===== src/rtl/pedometer_pkg.sv =====
// Shared definitions for the pedometer step-detection path.
// Holds the peak-tracker state encoding, the data/parameter/count widths
// and the register-file address that receives the running step total.
package pedometer_pkg;

    localparam int SAMPLE_W  = 8;   // acceleration magnitude width
    localparam int PARAM_W   = 8;   // thresholds, intervals, run lengths
    localparam int COUNT_W   = 16;  // total confirmed steps
    localparam int WB_ADDR_W = 3;   // weight register file address width

    localparam logic [WB_ADDR_W-1:0] TOTAL_STEPS_ADDR = 3'd6;
    localparam logic [PARAM_W-1:0]   PARAM_MAX        = '1;

    // Peak tracker: IDLE waits for a rise above theta1, HIGH measures the
    // peak width, FALL waits for the valley below theta2.
    typedef enum logic [1:0] {
        IDLE = 2'd0,
        HIGH = 2'd1,
        FALL = 2'd2
    } peak_state_t;

endpackage


===== src/rtl/step_detector_if.sv =====
// Sample stream in, totalSteps write-back out.
//   sample_valid / sample : one unsigned magnitude per qualified cycle,
//                           no backpressure
//   wb_valid / wb_addr /   : one-cycle write of min(step_count,255) toward
//   wb_data                  the weight register file
// master = sample producer / write-back consumer, slave = step_detector.
interface step_detector_if;
    import pedometer_pkg::*;

    logic                 sample_valid;
    logic [SAMPLE_W-1:0]  sample;
    logic                 wb_valid;
    logic [WB_ADDR_W-1:0] wb_addr;
    logic [SAMPLE_W-1:0]  wb_data;

    modport master (
        output sample_valid, sample,
        input  wb_valid, wb_addr, wb_data
    );

    modport slave (
        input  sample_valid, sample,
        output wb_valid, wb_addr, wb_data
    );

endinterface


===== src/rtl/interval_timer.sv =====
// Counts valid samples since the last accepted step candidate and flags
// the inter-step timeout.
//   clk, reset : clock and asynchronous active-high reset
//   advance    : a valid sample is consumed this cycle
//   restart    : the current sample is an accepted candidate (count -> 0)
//   clear      : counts are being cleared (count -> 255, "long ago")
//   beta2      : maximum inter-step interval
//   interval   : registered count, excluding the current sample
//   timeout    : this sample pushes the count beyond beta2
module interval_timer
    import pedometer_pkg::*;
(
    input  logic               clk,
    input  logic               reset,
    input  logic               advance,
    input  logic               restart,
    input  logic               clear,
    input  logic [PARAM_W-1:0] beta2,
    output logic [PARAM_W-1:0] interval,
    output logic               timeout
);

    logic [PARAM_W-1:0] interval_d;
    logic [PARAM_W-1:0] interval_q;

    function automatic logic [PARAM_W-1:0] sat_inc(input logic [PARAM_W-1:0] v);
        return (v == PARAM_MAX) ? v : v + PARAM_W'(1);
    endfunction

    always_comb begin
        interval_d = interval_q;
        timeout    = 1'b0;
        if (clear) begin
            interval_d = PARAM_MAX;
        end else if (advance) begin
            if (restart) begin
                interval_d = '0;
            end else begin
                interval_d = sat_inc(interval_q);
                // Level check: once saturated above beta2 this keeps firing,
                // which only re-clears an already-empty run.
                timeout    = (interval_d > beta2);
            end
        end
    end

    always_ff @(posedge clk or posedge reset) begin
        if (reset) begin
            interval_q <= PARAM_MAX;
        end else begin
            interval_q <= interval_d;
        end
    end

    assign interval = interval_q;

endmodule


===== src/rtl/step_detector.sv =====
// Pedometer step detector.
// Tracks acceleration peaks (rise above theta1 for at least alpha2 samples,
// then fall below theta2), filters candidates by inter-step interval
// (beta1..beta2), and only counts steps once a run of alpha1 regular
// candidates confirms walking; the confirming candidate credits the whole
// run at once. Each change of the total is written back to the weight
// register file.
//   clk, reset     : clock and asynchronous active-high reset
//   bus (slave)    : sample_valid/sample in, wb_valid/wb_addr/wb_data out
//   theta1, theta2 : peak and valley thresholds
//   beta1, beta2   : minimum and maximum inter-step interval (valid samples)
//   alpha1, alpha2 : confirming run length and minimum peak width
//   clear_count    : synchronous clear of count, run and peak tracker
//   step_pulse     : one cycle per accepted candidate that changed the count
//   step_count     : total confirmed steps (saturating)
//   walking        : a confirmed run is active
module step_detector
    import pedometer_pkg::*;
(
    input  logic               clk,
    input  logic               reset,
    step_detector_if.slave     bus,
    input  logic [PARAM_W-1:0] theta1,
    input  logic [PARAM_W-1:0] theta2,
    input  logic [PARAM_W-1:0] beta1,
    input  logic [PARAM_W-1:0] beta2,
    input  logic [PARAM_W-1:0] alpha1,
    input  logic [PARAM_W-1:0] alpha2,
    input  logic               clear_count,
    output logic               step_pulse,
    output logic [COUNT_W-1:0] step_count,
    output logic               walking
);

    peak_state_t          state_d,      state_q;
    logic [PARAM_W-1:0]   width_d,      width_q;
    logic [PARAM_W-1:0]   run_d,        run_q;
    logic [COUNT_W-1:0]   step_count_d, step_count_q;
    logic                 walking_d,    walking_q;
    logic                 step_pulse_d, step_pulse_q;
    logic                 wb_valid_d,   wb_valid_q;
    logic [WB_ADDR_W-1:0] wb_addr_d,    wb_addr_q;
    logic [SAMPLE_W-1:0]  wb_data_d,    wb_data_q;

    logic                 candidate;
    logic                 accept;
    logic                 timeout;
    logic [PARAM_W-1:0]   interval;
    logic [PARAM_W-1:0]   alpha1_eff;

    function automatic logic [PARAM_W-1:0] sat_inc(input logic [PARAM_W-1:0] v);
        return (v == PARAM_MAX) ? v : v + PARAM_W'(1);
    endfunction

    function automatic logic [COUNT_W-1:0] sat_add_count(input logic [COUNT_W-1:0] a,
                                                         input logic [PARAM_W-1:0] b);
        logic [COUNT_W:0] sum;
        sum = {1'b0, a} + {{(COUNT_W + 1 - PARAM_W){1'b0}}, b};
        return sum[COUNT_W] ? {COUNT_W{1'b1}} : sum[COUNT_W-1:0];
    endfunction

    function automatic logic [SAMPLE_W-1:0] clip_wb(input logic [COUNT_W-1:0] v);
        return (v > COUNT_W'(255)) ? {SAMPLE_W{1'b1}} : v[SAMPLE_W-1:0];
    endfunction

    // Peak tracker; every transition is qualified by sample_valid.
    always_comb begin
        state_d   = state_q;
        width_d   = width_q;
        candidate = 1'b0;
        if (bus.sample_valid) begin
            case (state_q)
                IDLE: begin
                    if (bus.sample > theta1) begin
                        state_d = HIGH;
                        width_d = PARAM_W'(1);
                    end
                end
                HIGH: begin
                    if (bus.sample > theta1) begin
                        width_d = sat_inc(width_q);
                    end else if (width_q >= alpha2) begin
                        state_d = FALL;
                    end else begin
                        state_d = IDLE;  // too narrow to be a step
                    end
                end
                FALL: begin
                    if (bus.sample < theta2) begin
                        candidate = 1'b1;
                        state_d   = IDLE;
                    end
                end
                default: state_d = IDLE;
            endcase
        end
        if (clear_count) begin
            state_d = IDLE;
            width_d = '0;
        end
    end

    // A candidate arriving too soon after the previous accepted one is
    // dropped; clear_count overrides any candidate in the same sample.
    assign accept     = candidate && (interval >= beta1) && !clear_count;
    assign alpha1_eff = (alpha1 == '0) ? PARAM_W'(1) : alpha1;

    interval_timer u_interval_timer (
        .clk      (clk),
        .reset    (reset),
        .advance  (bus.sample_valid),
        .restart  (accept),
        .clear    (clear_count),
        .beta2    (beta2),
        .interval (interval),
        .timeout  (timeout)
    );

    // Run tracking and step accounting.
    always_comb begin
        run_d        = run_q;
        walking_d    = walking_q;
        step_count_d = step_count_q;
        if (clear_count) begin
            run_d        = '0;
            walking_d    = 1'b0;
            step_count_d = '0;
        end else if (accept) begin
            // A gap longer than beta2 means this candidate starts a new run.
            if ((interval > beta2) || (run_q == '0)) begin
                run_d = PARAM_W'(1);
            end else begin
                run_d = sat_inc(run_q);
            end
            if (run_d == alpha1_eff) begin
                // Confirmation credits the steps of the whole qualifying run.
                step_count_d = sat_add_count(step_count_q, alpha1_eff);
                walking_d    = 1'b1;
            end else if (run_d > alpha1_eff) begin
                step_count_d = sat_add_count(step_count_q, PARAM_W'(1));
                walking_d    = 1'b1;
            end
        end else if (timeout) begin
            run_d     = '0;
            walking_d = 1'b0;
        end

        // Write-back only on a real count change, so a saturated total
        // stays quiet and a clear never writes.
        step_pulse_d = !clear_count && (step_count_d != step_count_q);
        wb_valid_d   = step_pulse_d;
        wb_addr_d    = step_pulse_d ? TOTAL_STEPS_ADDR : '0;
        wb_data_d    = step_pulse_d ? clip_wb(step_count_d) : '0;
    end

    always_ff @(posedge clk or posedge reset) begin
        if (reset) begin
            state_q      <= IDLE;
            width_q      <= '0;
            run_q        <= '0;
            step_count_q <= '0;
            walking_q    <= 1'b0;
            step_pulse_q <= 1'b0;
            wb_valid_q   <= 1'b0;
            wb_addr_q    <= '0;
            wb_data_q    <= '0;
        end else begin
            state_q      <= state_d;
            width_q      <= width_d;
            run_q        <= run_d;
            step_count_q <= step_count_d;
            walking_q    <= walking_d;
            step_pulse_q <= step_pulse_d;
            wb_valid_q   <= wb_valid_d;
            wb_addr_q    <= wb_addr_d;
            wb_data_q    <= wb_data_d;
        end
    end

    assign step_pulse   = step_pulse_q;
    assign step_count   = step_count_q;
    assign walking      = walking_q;
    assign bus.wb_valid = wb_valid_q;
    assign bus.wb_addr  = wb_addr_q;
    assign bus.wb_data  = wb_data_q;

endmodule


===== src/flat_wrapper.sv =====
// flat-port wrapper written by rule: the top's interface ports become plain ports
module step_detector_flat import pedometer_pkg::*;
  (clk, reset, theta1, theta2, beta1, beta2, alpha1, alpha2, clear_count, step_pulse, step_count, walking, bus_sample_valid, bus_sample, bus_wb_valid, bus_wb_addr, bus_wb_data);
  step_detector_if bus_i ();
  input  logic clk;
  input  logic reset;
  input  logic [PARAM_W-1:0] theta1;
  input  logic [PARAM_W-1:0] theta2;
  input  logic [PARAM_W-1:0] beta1;
  input  logic [PARAM_W-1:0] beta2;
  input  logic [PARAM_W-1:0] alpha1;
  input  logic [PARAM_W-1:0] alpha2;
  input  logic clear_count;
  output logic step_pulse;
  output logic [COUNT_W-1:0] step_count;
  output logic walking;
  input wire logic [$bits(bus_i.sample_valid)-1:0] bus_sample_valid;
  input wire logic [$bits(bus_i.sample)-1:0] bus_sample;
  output wire logic [$bits(bus_i.wb_valid)-1:0] bus_wb_valid;
  output wire logic [$bits(bus_i.wb_addr)-1:0] bus_wb_addr;
  output wire logic [$bits(bus_i.wb_data)-1:0] bus_wb_data;
  assign bus_i.sample_valid = bus_sample_valid;
  assign bus_i.sample = bus_sample;
  assign bus_wb_valid = bus_i.wb_valid;
  assign bus_wb_addr = bus_i.wb_addr;
  assign bus_wb_data = bus_i.wb_data;
  step_detector u_core (.clk(clk), .reset(reset), .bus(bus_i), .theta1(theta1), .theta2(theta2), .beta1(beta1), .beta2(beta2), .alpha1(alpha1), .alpha2(alpha2), .clear_count(clear_count), .step_pulse(step_pulse), .step_count(step_count), .walking(walking));
endmodule

===== config.mk =====
export PLATFORM = sky130hd
export DESIGN_NAME = step_detector_flat
export DESIGN_NICKNAME = d
export VERILOG_FILES = /design/src/rtl/pedometer_pkg.sv /design/src/rtl/step_detector_if.sv /design/src/rtl/interval_timer.sv /design/src/rtl/step_detector.sv /design/src/flat_wrapper.sv
export SDC_FILE = /design/constraint.sdc
export NUM_CORES = 1
export LEC_CHECK = 0
export CORE_MARGIN = 2
export CORE_UTILIZATION = 55
export CTS_CLUSTER_SIZE = 30
export DETAILED_ROUTE_END_ITERATION = 7
export PLACE_DENSITY = 0.91
export SLEW_MARGIN = 15
export SYNTH_ARGS = -nofsm -noshare
export SYNTH_HDL_FRONTEND = slang
export SYNTH_SLANG_ARGS = --single-unit

===== constraint.sdc =====
create_clock -name clk -period 5.2 [get_ports clk]
set_input_delay 0.78 -clock clk [delete_from_list [all_inputs] [get_ports clk]]
set_output_delay 0.78 -clock clk [all_outputs]
set_load 0.005 [all_outputs]

* Word-level counts from Yosys, hierarchy flattened
Index checks and enable logic that the tools add are counted.
** Word-level totals
- Output and inout port bits :: 30
- Register bits :: 55
** Operators by class
- Reductions and logical operators :: 14
- Magnitude comparators :: 8
- Equal/unequal tests :: 13
- $add $sub $neg :: 5
- Muxes and demuxes :: 45
** Operator list (count)
- $mux W8 :: 19
- $mux W16 :: 6
- $gt A8 B8 Y1 :: 4
- $add A8 B1 Y8 const B :: 3
- $eq A8 B8 Y1 const B :: 3
- $add A16 B1 Y17 const B :: 1
- $add A16 B8 Y17 :: 1
- $ge A8 B8 Y1 :: 2
- $gt A16 B8 Y1 const B :: 1
- $logic_not A8 Y1 :: 2
- $ne A16 B16 Y1 :: 1
- $pmux W8 S2 :: 1
- $mux W2 :: 6
- $mux W1 :: 11
- $ne A3 B2 Y1 const B :: 3
- $eq A8 B8 Y1 :: 1
- $lt A8 B8 Y1 :: 1
- $ne A3 B3 Y1 const B :: 2
- $pmux W2 S3 :: 1
- $reduce_bool A3 Y1 :: 2
- $reduce_and A5 Y1 :: 1
- $ne A4 B4 Y1 const B :: 1
- $reduce_and A4 Y1 :: 1
- $logic_and A1 B1 Y1 :: 3
- other kinds (8) :: 8

* Depth between registers and ports, before layout
- Depth after elaboration :: 16
- Depth in mapped cells :: 24
- Gate-level depth less buffers :: 22

* Cells and area by module
From an unflattened synthesis, not the netlist that was laid out.
** Unflattened totals
- Cells, all modules :: 679
- Area, all modules :: 5484.0 um^2
** Modules (own cells, without submodules)
- step_detector :: cells each 586, times used 1, area each 4708.3 um^2, seq. area each 1101.1 um^2
- interval_timer :: cells each 93, times used 1, area each 775.7 um^2, seq. area each 210.2 um^2

* Worst setup path before layout
OpenSTA, ideal clock, no wires.
- Kind :: input-to-reg
- From :: in beta2[1]
- To :: reg u_core.wb_data_q[5], in the netlist u_core.bus.wb_data[5]
- Path slack :: 0.135 ns
- Setup time :: 0.119 ns
- Arrival time :: 4.946 ns
- Stages on the path :: 22
- Data required time :: 5.081 ns
- Buffers on the path :: 1
- Cells stage by stage :: inv_1 > ha_1 > nor2b_1 > o21a_1 > o21ai_0 > nand2b_1 > a21oi_1 > o21ai_0 > o21ai_0 > o41ai_1 > a211oi_1 > ha_1 > nand4_1 > a21oi_1 > o21ai_1 > a211oi_2 > a211oi_1 > o22a_1 > or4_1 > or4b_1 > buf_2 > o21a_1
** On the way
- Longest elaborated chain between the ends :: 13
- Elaborated cells on any way between the ends :: 16
- Those cells by class :: order compare: 3; eq/ne: 2; mux: 9; reduce/logical: 2
** RTL lines
- from (decl) :: line flat_wrapper.sv:10 : input logic [PARAM_W-1:0] beta2;
- $gt A8 B8 Y1 (*) :: line step_detector.sv:130 : if ((interval > beta2) || (run_q == '0)) begin
- $logic_or A1 B1 Y1 (*) :: line step_detector.sv:130
- $mux W8 (*) :: line step_detector.sv:130
- $mux W8 (*) :: line step_detector.sv:128 : end else if (accept) begin
- $mux W8 (*) :: line step_detector.sv:124 : if (clear_count) begin
- $gt A8 B8 Y1 :: line step_detector.sv:139 : end else if (run_d > alpha1_eff) begin
- $mux W16 :: line step_detector.sv:139
- $mux W16 (*) :: line step_detector.sv:135 : if (run_d == alpha1_eff) begin
- $mux W16 (*) :: line step_detector.sv:128
- $mux W16 (*) :: line step_detector.sv:124
- net u_core.step_count_d[11] :: line step_detector.sv:38 : logic [COUNT_W-1:0] step_count_d, step_count_q;
- $gt A16 B8 Y1 / $ne A16 B16 Y1 (equally long branches) :: line step_detector.sv:63, step_detector.sv:150
- $mux W8 / $logic_and A1 B1 Y1 (equally long branches) :: line step_detector.sv:63, step_detector.sv:150
- $mux W8 (*) :: line step_detector.sv:153 : wb_data_d = step_pulse_d ? clip_wb(step_count_d) : '0;
- net u_core.wb_data_d[5] :: line step_detector.sv:43 : logic [SAMPLE_W-1:0] wb_data_d, wb_data_q;
- to (signal assigned) :: line step_detector.sv:176 : wb_data_q <= wb_data_d;
- to (decl) :: line step_detector.sv:43
The timed path passes the listed nets; every way through them passes the cells marked *. The select of a mux whose other input is x is not followed.
A chain may end at the register's enable or synchronous reset.

* Worst setup path in the final report
- From :: in beta2[3]
- To :: reg u_core.wb_data_q[3], in the netlist u_core.bus.wb_data[3]
Same word-level chain as after synthesis.

==> impl_metrics.py <==
metrics = {
    "sta": {
        "finalCritPeriodShare": 0.990,
        "setup_ws_ns": 0.0538,
        "fmax_mhz": 194,
        "fin_crit_ns": 5.15,
        "slew_viol_final": 0,
        "tightest_slew_ns": 0.883,
        "slew_headroom": 0.411,
        "fin_skew_ns": 0.00901,
        "finalSetupViolCount": 0,
        "hold_ws_ns": 0.534,
        "finalHoldViolCount": 0,
    },
    "global_routing": {
        "antenna_found_initial": 0,
        "use_met3": 0.0434,
        "grt_pass1_wl_um": 27800,
        "gr-usage-met1": 0.413,
        "grt_util_met2": 0.592,
        "gr-max-usage-layer": "met2",
        "grt_start_max_net_pins": 53,
        "track_usage": 0.336,
        "grt_overflow": 0,
        "grt_pass1_vias": 5852,
    },
    "cells_and_area": {
        "antenna_cells": 0,
        "layout.nets": 945,
        "multi_input_area_sq_mm": 0.00389,
        "seqCellArea_sq_mm": 0.00131,
        "area_growth_pct": 34.0,
        "fillerInstances": 705,
        "drive_gt1_frac": 0.173,
    },
    "synth": {
        "synth.distinct_cells": 68,
        "synthTopCellsByArea": "dfrtp_1 21%, ha_1 16%, o21ai_0 4.7%",
        "synth_top_area_cell": "dfrtp_1",
        "ys_seq_area_frac": 0.245,
        "async_flop_share": 1.00,
        "synth_cells": 671,
        "ys_top_cells_by_count": "68 x ha_1, 62 x inv_1, 50 x o21ai_0",
        "synth_nets": 800,
        "ys.flop_type": "dfrtp_1",
        "ys_seq_elements": 52,
        "avgSynthCellArea_sq_um": 7.98,
        "synth_warnings": 0,
        "synth_top_area_frac": 0.206,
        "synth_area_sq_mm": 0.00536,
        "synth_edf_count": 0,
        "synth_most_common_cell": "ha_1",
    },
    "worst_setup_path": {
        "critPathKind": "input port to flip-flop",
        "cp-start-kind": "input port",
        "cp_slowest_stage_delay_ns": 0.57,
        "worstReg2RegStart": "u_core.u_interval_timer.interval[1]",
        "cp_cell_sequence": "clkdlybuf4s50_1 > inv_1 > ha_4 > o21ai_1 > nand2b_1 > a21oi_1 > o21ai_1 > o21ai_2 > o41ai_4 > nor2_2 > ha_1 > nor2b_4 > o211ai_1 > a31o_2 > nand2_4 > a211oi_4 > a211oi_2 > o22a_1 > or4_4 > or4b_4 > o21a_1",
        "crit_end": "u_core.bus.wb_data[3]",
        "r2r_slack_ns": 0.13,
        "startpoint": "beta2[3]",
        "cp_slowest_cell": "or4b_4",
        "cp_max_fo": 8,
        "worstPathArrival_ns": 5.36,
        "cp.required_ns": 5.41,
        "r2r_cells": 21,
        "cp_common_cell": "o21ai_1",
        "reg2reg_to": "u_core.bus.wb_data[3]",
        "endpoint_kind": "flip-flop",
    },
    "drt": {
        "antenna_left": 0,
        "wl_per_cell_um": 19.4,
        "vias": 6061,
        "drc": 0,
        "routed_wl_um": 18400,
        "drtIter0Drc": 556,
        "drtPass1Iterations": 6,
        "vias_per_cell": 6.38,
    },
    "hold_path": {
        "hp-class": "flip-flop to flip-flop",
        "hold_path_depth": 2,
    },
    "pwr": {
        "vdd_drop_max_mv": 0.110,
        "powerDensity_mw_per_mm2": 146,
        "power.leakage_uw": 0.00335,
    },
    "run": {
        "drv_cap": 0,
    },
    "clock_tree": {
        "clock_path_buffers": 2,
        "htree_levels": 2,
        "cts_tree": "yes",
        "clkSinkCount": 52,
        "clk_latency_ns": 0.32,
        "clk_pin_slew_worst_paths_ns": 0.09,
        "root_buffer": "clkbuf_8",
        "cts_buffers": 5,
    },
    "floorplanning": {
        "die_area_sq_mm": 0.0105,
        "core_area_sq_mm": 0.00959,
        "rows": 36,
        "initial_core_util": 0.558,
        "die_h_um": 103,
        "ios": 90,
        "die_x_um": 103,
    },
    "place": {
        "dp_hpwl_um": 13700,
        "dpl_worst_slack_ns": -0.934,
        "port_buffers": 88,
        "gpl.final_weighted_congestion": 1.01,
    },
    "run_status": {
        "status": "finished, final reports clean",
    },
}
flip-flops by register name (all words and copies together) (netlist names):
register,cells
u_core.run_q,8
u_core.step_count,16
u_core.width_q,8
u_core.state_q,2
u_core.bus.wb_data,8
u_core.walking,1
u_core.u_interval_timer.interval,8
u_core.bus.wb_addr,1
logic make-up after synthesis:
logic type,Yosys count,share of synthesized area
muxes,2,0.00421
AOI/OAI and AO/OA,223,0.282
xor gates and xnor gates,15,0.0245
other,1,0.000700
and+or+nand+nor,219,0.214
adders and majority gates,69,0.163
DFF,52,0.245
buffers and inverters,90,0.0664
power breakdown:
part | switching (uW) | total (uW) | internal (uW) | leakage (uW)
Combinational | 169 | 327 | 158 | 0.00259
Clock | 143 | 289 | 146 | 0.0000558
Sequential | 16.2 | 434 | 418 | 0.000697
per-stage QoR:
stage / power (uW) / std cells / util / instance area [sq um] / TNS, ns
2_1_floorplan: 617 / 671 / - / 5360 / 0
5_1_grt: 1100 / 950 / 0.748 / 7180 / -0.748
6_report: 1050 / 950 / 0.748 / 7180 / 0
3_5_place_dp: 741 / 931 / 0.707 / 6780 / -8.34
4_1_cts: 1030 / 946 / 0.738 / 7080 / 0
3_3_place_gp: 718 / 931 / 0.707 / 6780 / -6.10
worst max-delay path, delay by kind of cell:
family	cells	cell delay, ns
AND/OR/NAND/NOR	6	1.60
adder cells (fa/ha/maj)	2	0.49
buffers and inverters	2	0.54
AO/OA/AOI/OAI	11	1.95
cell usage in the layout, fill, tap and decap left out, types with 6 or more instances in the layout:
cell / count
and3_1: 19
o21a_1: 17
ha_1: 63
inv_1: 59
nor2_1: 40
nor3_1: 9
o211ai_1: 13
a31o_2: 6
o21ai_0: 46
nand4_1: 16
nor2b_1: 8
xnor2_1: 10
nand3_1: 28
buf_4: 76
a31oi_1: 8
nand2b_1: 16
a21o_1: 18
a22o_1: 9
nand2_1: 44
dfstp_2: 8
dfrtp_1: 44
clkdlybuf4s50_1: 85
a21oi_1: 42
final cells by class:
| type | count | area share |
|---|---|---|
| Multi-Input combinational cell | 529 | 0.542 |
| Clock buffer | 6 | 0.0101 |
| Tap cell | 133 | 0.0232 |
| Clock inverter | 2 | 0.00541 |
| Inverter | 63 | 0.0331 |
| Timing Repair Buffer | 165 | 0.203 |
| Sequential cell | 52 | 0.183 |
metal layers:
layer	routed length (um)	vias up	share of wire
met1	7300	2840	0.40
met5	0	-	0
met3	1480	73	0.080
li1	-	2762	-
met2	8920	386	0.48
met4	743	0	0.040
what timing repair did:
action	in CTS	in global routing
endpoints found under the setup margin	9	9
setup buffers	7	5
pin swaps	24	23
resized for setup	32	17
hold buffers	0	0
worst min-delay path by stage:
stage / from / end / slack (ns)
after floorplan: u_core.state_q[1] / u_core.state_q[1] / 0.47
after global placement: u_core.state_q[1] / u_core.state_q[1] / 0.49
after detailed placement: u_core.state_q[1] / u_core.state_q[1] / 0.51
after CTS: u_core.state_q[1] / u_core.state_q[1] / 0.53
after global routing: u_core.state_q[1] / u_core.state_q[1] / 0.57
final: u_core.state_q[1] / u_core.state_q[1] / 0.53
Note: power is estimated with default switching activity, not from simulation.
==> RTL change 1, RTL diff (config.mk and constraints unchanged) <==
Set the package constant `SAMPLE_W` to 12 (it was 8).
--- a/src/rtl/pedometer_pkg.sv
+++ b/src/rtl/pedometer_pkg.sv
@@ -3,7 +3,7 @@
 // and the register-file address that receives the running step total.
 package pedometer_pkg;
 
-    localparam int SAMPLE_W  = 8;   // acceleration magnitude width
+    localparam int SAMPLE_W  = 12;   // acceleration magnitude width
     localparam int PARAM_W   = 8;   // thresholds, intervals, run lengths
     localparam int COUNT_W   = 16;  // total confirmed steps
     localparam int WB_ADDR_W = 3;   // weight register file address width
Interface: changed (resized bus_sample and bus_wb_data); port bits go from 90 to 98. The function was not compared with the original's and may differ.
==> RTL change 1 against the unedited design <==
- sequential share of layout area rose by 1.5 points
- first-iteration DRC count is 18% higher
- register-to-register slack improved by 0.29 ns
- largest cell class unchanged
- worst setup slack better by 0.14 ns
- design area is 0.73% lower
- area after synthesis is 7.9% higher
- routed wire length up 0.92%
- utilization fell by 5.5 points
- sequential cell count grew 4
- critical path type unchanged
- via count rose by 1.8%
Power is not compared: it rests on default switching activity, and its combinational part moved more than twofold at a synthesized area within 25%.
==> RTL change 1: results (changes against the unedited design) <==
clock slew at reported path FFs 0.12 ns (was 0.09 ns); Reg-to-Reg Start u_core.run_q[0]$_DFFE_PP0P_ (was u_core.u_interval_timer.interval[1]$_DFFE_PP1P_); critical path arrival 5.20 ns (was 5.36 ns); mux contribution to synthesized area 0.195% (was 0.421%); Post-Synth XOR/XNOR Area 1.67% (was 2.45%); first-pass GRT wire length 29.5 mm (was 27.8 mm); met3 WL 1.52 mm (was 1.48 mm); final WL 18.6 mm (was 18.4 mm); min-delay src u_core.u_interval_timer.interval[0]$_DFFE_PP1P_ (was u_core.state_q[1]$_DFFE_PP0P_); Post-synth top cells inv_1 (70), ha_1 (68), nand2_1 (62) (was ha_1 (68), inv_1 (62), o21ai_0 (50)); synth unique cells 81 (was 68); cts repair resizes 0 (was 32); placed cells 942 (was 931); vias in the first global route 5,950 (was 5,852); Synth Area per Inst 8.00 um^2 (was 7.98 um^2); outcome completed (unchanged); HPWL Detailed 14.3 mm (was 13.7 mm); Endpoint, Worst Hold u_core.u_interval_timer.interval[0]$_DFFE_PP1P_ (was u_core.state_q[1]$_DFFE_PP0P_); CP Max Fanout 13 (was 8); post-route insts no fill 952 (was 950); layout cell share with drive strength beyond 1 10.5% (was 17.3%); Worst Max-Slew Pin Slew 1.16 ns (was 0.883 ns); dpl ws -0.280 ns (was -0.934 ns); Total GRT Usage 32.5% (was 33.6%); wire length on met1 7.72 mm (was 7.30 mm); Post-Synth Adder-Cell Area 15.1% (was 16.3%); met2 wire length 8.95 mm (was 8.92 mm); First DRT Iteration DRCs 656 (was 556)
RTL change 1: changes by cell type in the layout (fill, tap and decap cells not counted), moves of 9 or more:
cell,before,now
a31oi_1,8,19
buf_4,76,25
clkdlybuf4s50_1,85,96
o21a_1,17,7
nand2_1,44,61
nor2_1,40,31
a21oi_1,42,53
inv_1,59,69
RTL change 1: per-layer routing:
layer	global-route usage (%)	vias up
met2	55.9	319
li1	-	2871
met1	42.2	2931
met5	0	-
met3	5.40	48
met4	8.91	0
RTL change 1: report_power, final:
group | total [mW] | internal [mW] | switching, mW
Clock | 0.270 | 0.0988 | 0.172
Combinational | 0.807 | 0.366 | 0.441
Sequential | 0.544 | 0.485 | 0.0584
RTL change 1: area by class of cell:
type	count	area [um^2]
Multi-Input combinational cell	559	4000
Fill cell	863	3150
Sequential cell	56	1410
Timing Repair Buffer	123	1190
Inverter	70	263
Tap cell	136	170
Clock buffer	5	68.8
Clock inverter	3	26.3
RTL change 1: kinds of logic after synthesis:
| group | after synthesis |
|---|---|
| compound gates | 245 |
| xor+xnor | 11 |
| fa+ha+maj | 69 |
| buf+inv | 107 |
| flops | 56 |
| mux | 1 |
| other cells | 1 |
| simple gates | 232 |
RTL change 1: worst max path at each step:
stage / start / to / slack (ns)
3_5_place_dp: beta2[1] / u_core.bus.wb_data[7]$_DFF_PP0_ / -0.28
4_1_cts: beta2[1] / u_core.bus.wb_data[7]$_DFF_PP0_ / 0.06
3_3_place_gp: beta2[5] / u_core.bus.wb_data[7]$_DFF_PP0_ / -0.07
5_1_grt: beta2[5] / u_core.bus.wb_data[7]$_DFF_PP0_ / 0.02
2_1_floorplan: beta2[5] / u_core.bus.wb_addr[1]$_DFF_PP0_ / 0.84
6_report: beta2[1] / u_core.bus.wb_data[7]$_DFF_PP0_ / 0.19
==> RTL change 2, RTL diff (config.mk and constraints unchanged) <==
Without the edit above. Encoding of `peak_state_t`: now one-hot (3 bits for 3 states).
--- a/src/rtl/pedometer_pkg.sv
+++ b/src/rtl/pedometer_pkg.sv
@@ -13,10 +13,10 @@
 
     // Peak tracker: IDLE waits for a rise above theta1, HIGH measures the
     // peak width, FALL waits for the valley below theta2.
-    typedef enum logic [1:0] {
-        IDLE = 2'd0,
-        HIGH = 2'd1,
-        FALL = 2'd2
+    typedef enum logic [2:0] {
+        IDLE = 3'b001,
+        HIGH = 3'b010,
+        FALL = 3'b100
     } peak_state_t;
 
 endpackage
Function: no difference found for any inputs over 10 cycles, from zero or initial values and one cycle with reset high; not proved beyond that.
==> RTL change 2 against the unedited design <==
- design area increased by 7.9%
- clock skew increased by 0.0019 ns
- worst setup slack got worse by 0.051 ns
- sequential power increased by 3%
- non-clock buffer count increased by 14
- routed wire length increased by 5.1%
- global-route usage about the same
- register-to-register slack got worse by 0.04 ns
- area after synthesis increased by 7.8%
- cell count increased by 7.2%
- sequential cell count increased by 1
- power decreased by 4.8%
- highest routed layer unchanged
==> RTL change 2: results (changes against the unedited design) <==
mux contribution to synthesized area 0.910% (was 0.421%); layout cell share with drive strength beyond 1 20.2% (was 17.3%); dpl ws -0.688 ns (was -0.934 ns); final WL 19.4 mm (was 18.4 mm); critical path arrival 5.43 ns (was 5.36 ns); skew final 0.0109 ns (was 0.00901 ns); DRT Pass-1 Iters 6 (unchanged); Pleak 3.43 nW (was 3.35 nW); min-delay src u_core.width_q[6]$_DFFE_PP0P_ (was u_core.state_q[1]$_DFFE_PP0P_); Post-Synth XOR/XNOR Area 1.97% (was 2.45%); Min-Delay Path Depth 1 (was 2); Endpoint, Worst Hold u_core.width_q[6]$_DFFE_PP0P_ (was u_core.state_q[1]$_DFFE_PP0P_); Compound-Gate Fraction of Synth Area 29.1% (was 28.2%); first-pass GRT wire length 30.7 mm (was 27.8 mm); First DRT Iteration DRCs 687 (was 556); ant diodes 0 (unchanged); FILL cells 745 (was 705); R2R setup slack 0.09 ns (was 0.13 ns); met1 usage 40.5% (was 41.3%); CTS H-tree depth 2 (unchanged); Reg-to-Reg Start u_core.u_interval_timer.interval[1]$_DFFE_PP1P_ (unchanged); Cell Int Power 675 uW (was 721 uW); Seq/Total Area, Yosys 23.2% (was 24.5%); HPWL Detailed 14.5 mm (was 13.7 mm); Total GRT Usage 33.6% (about the same); vias in the first global route 6,385 (was 5,852); VDD IR max 0.0000973 V (was 0.000110 V); Post-synth top cells inv_1 (70), ha_1 (68), o21ai_0 (68) (was ha_1 (68), inv_1 (62), o21ai_0 (50)); Post-Synth Adder-Cell Area 15.1% (was 16.3%); largest net degree at the start of global routing 54 (was 53); syn nets 862 (was 800); cell family with most CP delay buffers and inverters (was compound AO/OA/AOI/OAI gates); Vias/cell 6.37 (was 6.38); slowest stage delay, CP 0.53 ns (was 0.57 ns); Slew Limit Headroom 36.6% (was 41.1%); met3 usage 4.54% (was 4.34%); Area contributors post-synth dfrtp_1 (19%), ha_1 (15%), o21ai_0 (5.9%), a21oi_1 (4.6%), inv_1 (4.6%) (was dfrtp_1 (21%), ha_1 (16%), o21ai_0 (4.7%), inv_1 (4.3%), a21oi_1 (4.1%)); R2R Path End u_core.step_count[10]$_DFF_PP0_ (was u_core.bus.wb_data[3]$_DFF_PP0_); Placer Congestion 0.977 (was 1.01); met2 Track Usage GR 60.2% (was 59.2%); Reg2Reg Depth 29 (was 21); outcome completed (unchanged); synth unique cells 84 (was 68); synthesis warning total 0 (unchanged); CP Max Fanout 7 (was 8); Total Nets Final 1,010 (was 945)
## RTL change 2: cell types whose count changed after synthesis, sizes merged, moves of 5 or more
| cell | unedited run | this run |
|---|---|---|
| and3 | 19 | 13 |
| inv | 62 | 70 |
| a21oi | 44 | 56 |
| nand2 | 45 | 58 |
| nor2 | 46 | 52 |
| o21a | 18 | 9 |
| buf | 8 | 18 |
| a31o | 6 | 1 |
| o21ai | 51 | 74 |
## RTL change 2: power by group through the flow
stage	combinational (mW)	sequential (mW)	clock, mW
finish	0.307	0.448	0.244
global route	0.341	0.451	0.260
CTS	0.285	0.446	0.244
detailed placement	0.276	0.453	0
global placement	0.262	0.452	0
floorplan	0.173	0.448	0
## RTL change 2: per-stage QoR
step / instance area [um^2] / power [mW] / hold WS [ns] / setup TNS, ns / instances
global route: 7740 / 1.05 / 0.560 / -0.702 / 1018
global placement: 7210 / 0.714 / 0.501 / -4.88 / 995
CTS: 7560 / 0.975 / 0.531 / 0 / 1017
finish: 7740 / 1.00 / 0.528 / 0 / 1018
floorplan: 5770 / 0.621 / 0.474 / 0 / 733
detailed placement: 7210 / 0.729 / 0.517 / -6.18 / 995
## RTL change 2: worst max path at each step
stage	from	end	slack (ns)	cells past startpoint
2_1_floorplan	beta2[1]	u_core.bus.wb_data[0]$_DFF_PP0_	0.29	22
3_3_place_gp	beta2[1]	u_core.bus.wb_data[4]$_DFF_PP0_	-0.55	25
3_5_place_dp	beta2[1]	u_core.bus.wb_data[0]$_DFF_PP0_	-0.69	24
4_1_cts	beta2[0]	u_core.bus.wb_data[0]$_DFF_PP0_	0.003	24
5_1_grt	beta2[1]	u_core.step_count[10]$_DFF_PP0_	-0.10	31
6_report	beta2[1]	u_core.step_count[10]$_DFF_PP0_	0.003	31
## RTL change 2: final cells by class
class / count / area (um^2) / area share, %
inverter: 70 / 264 / 3.41
clock inverter: 1 / 7.51 / 0.0969
tap: 136 / 170 / 2.20
clock buffer: 7 / 76.3 / 0.985
sequential: 53 / 1340 / 17.3
multi-input combinational: 572 / 4320 / 55.7
timing repair buffer: 179 / 1570 / 20.3
## RTL change 2: worst reg2reg max path, delay by kind of cell (launching register included)
kind                     cells  cell delay [ns]
adder cells (fa/ha/maj)      2             0.37
AND/OR/NAND/NOR              6             1.27
flip-flops                   1             0.64
AO/OA/AOI/OAI                8             1.04
buffers and inverters       13             1.69
## RTL change 2: routing by layer
layer  up-vias  routed length (um)
met5         -                   0
met4         0                 715
met3        76                1560
met2       381                9510
met1      3054                7610
li1       2969                   -
## RTL change 2: timing repair
item	4_1_cts	5_1_grt
resized for setup	35	31
pin swaps	17	15
setup endpoints to repair	9	10
buffers inserted	14	1
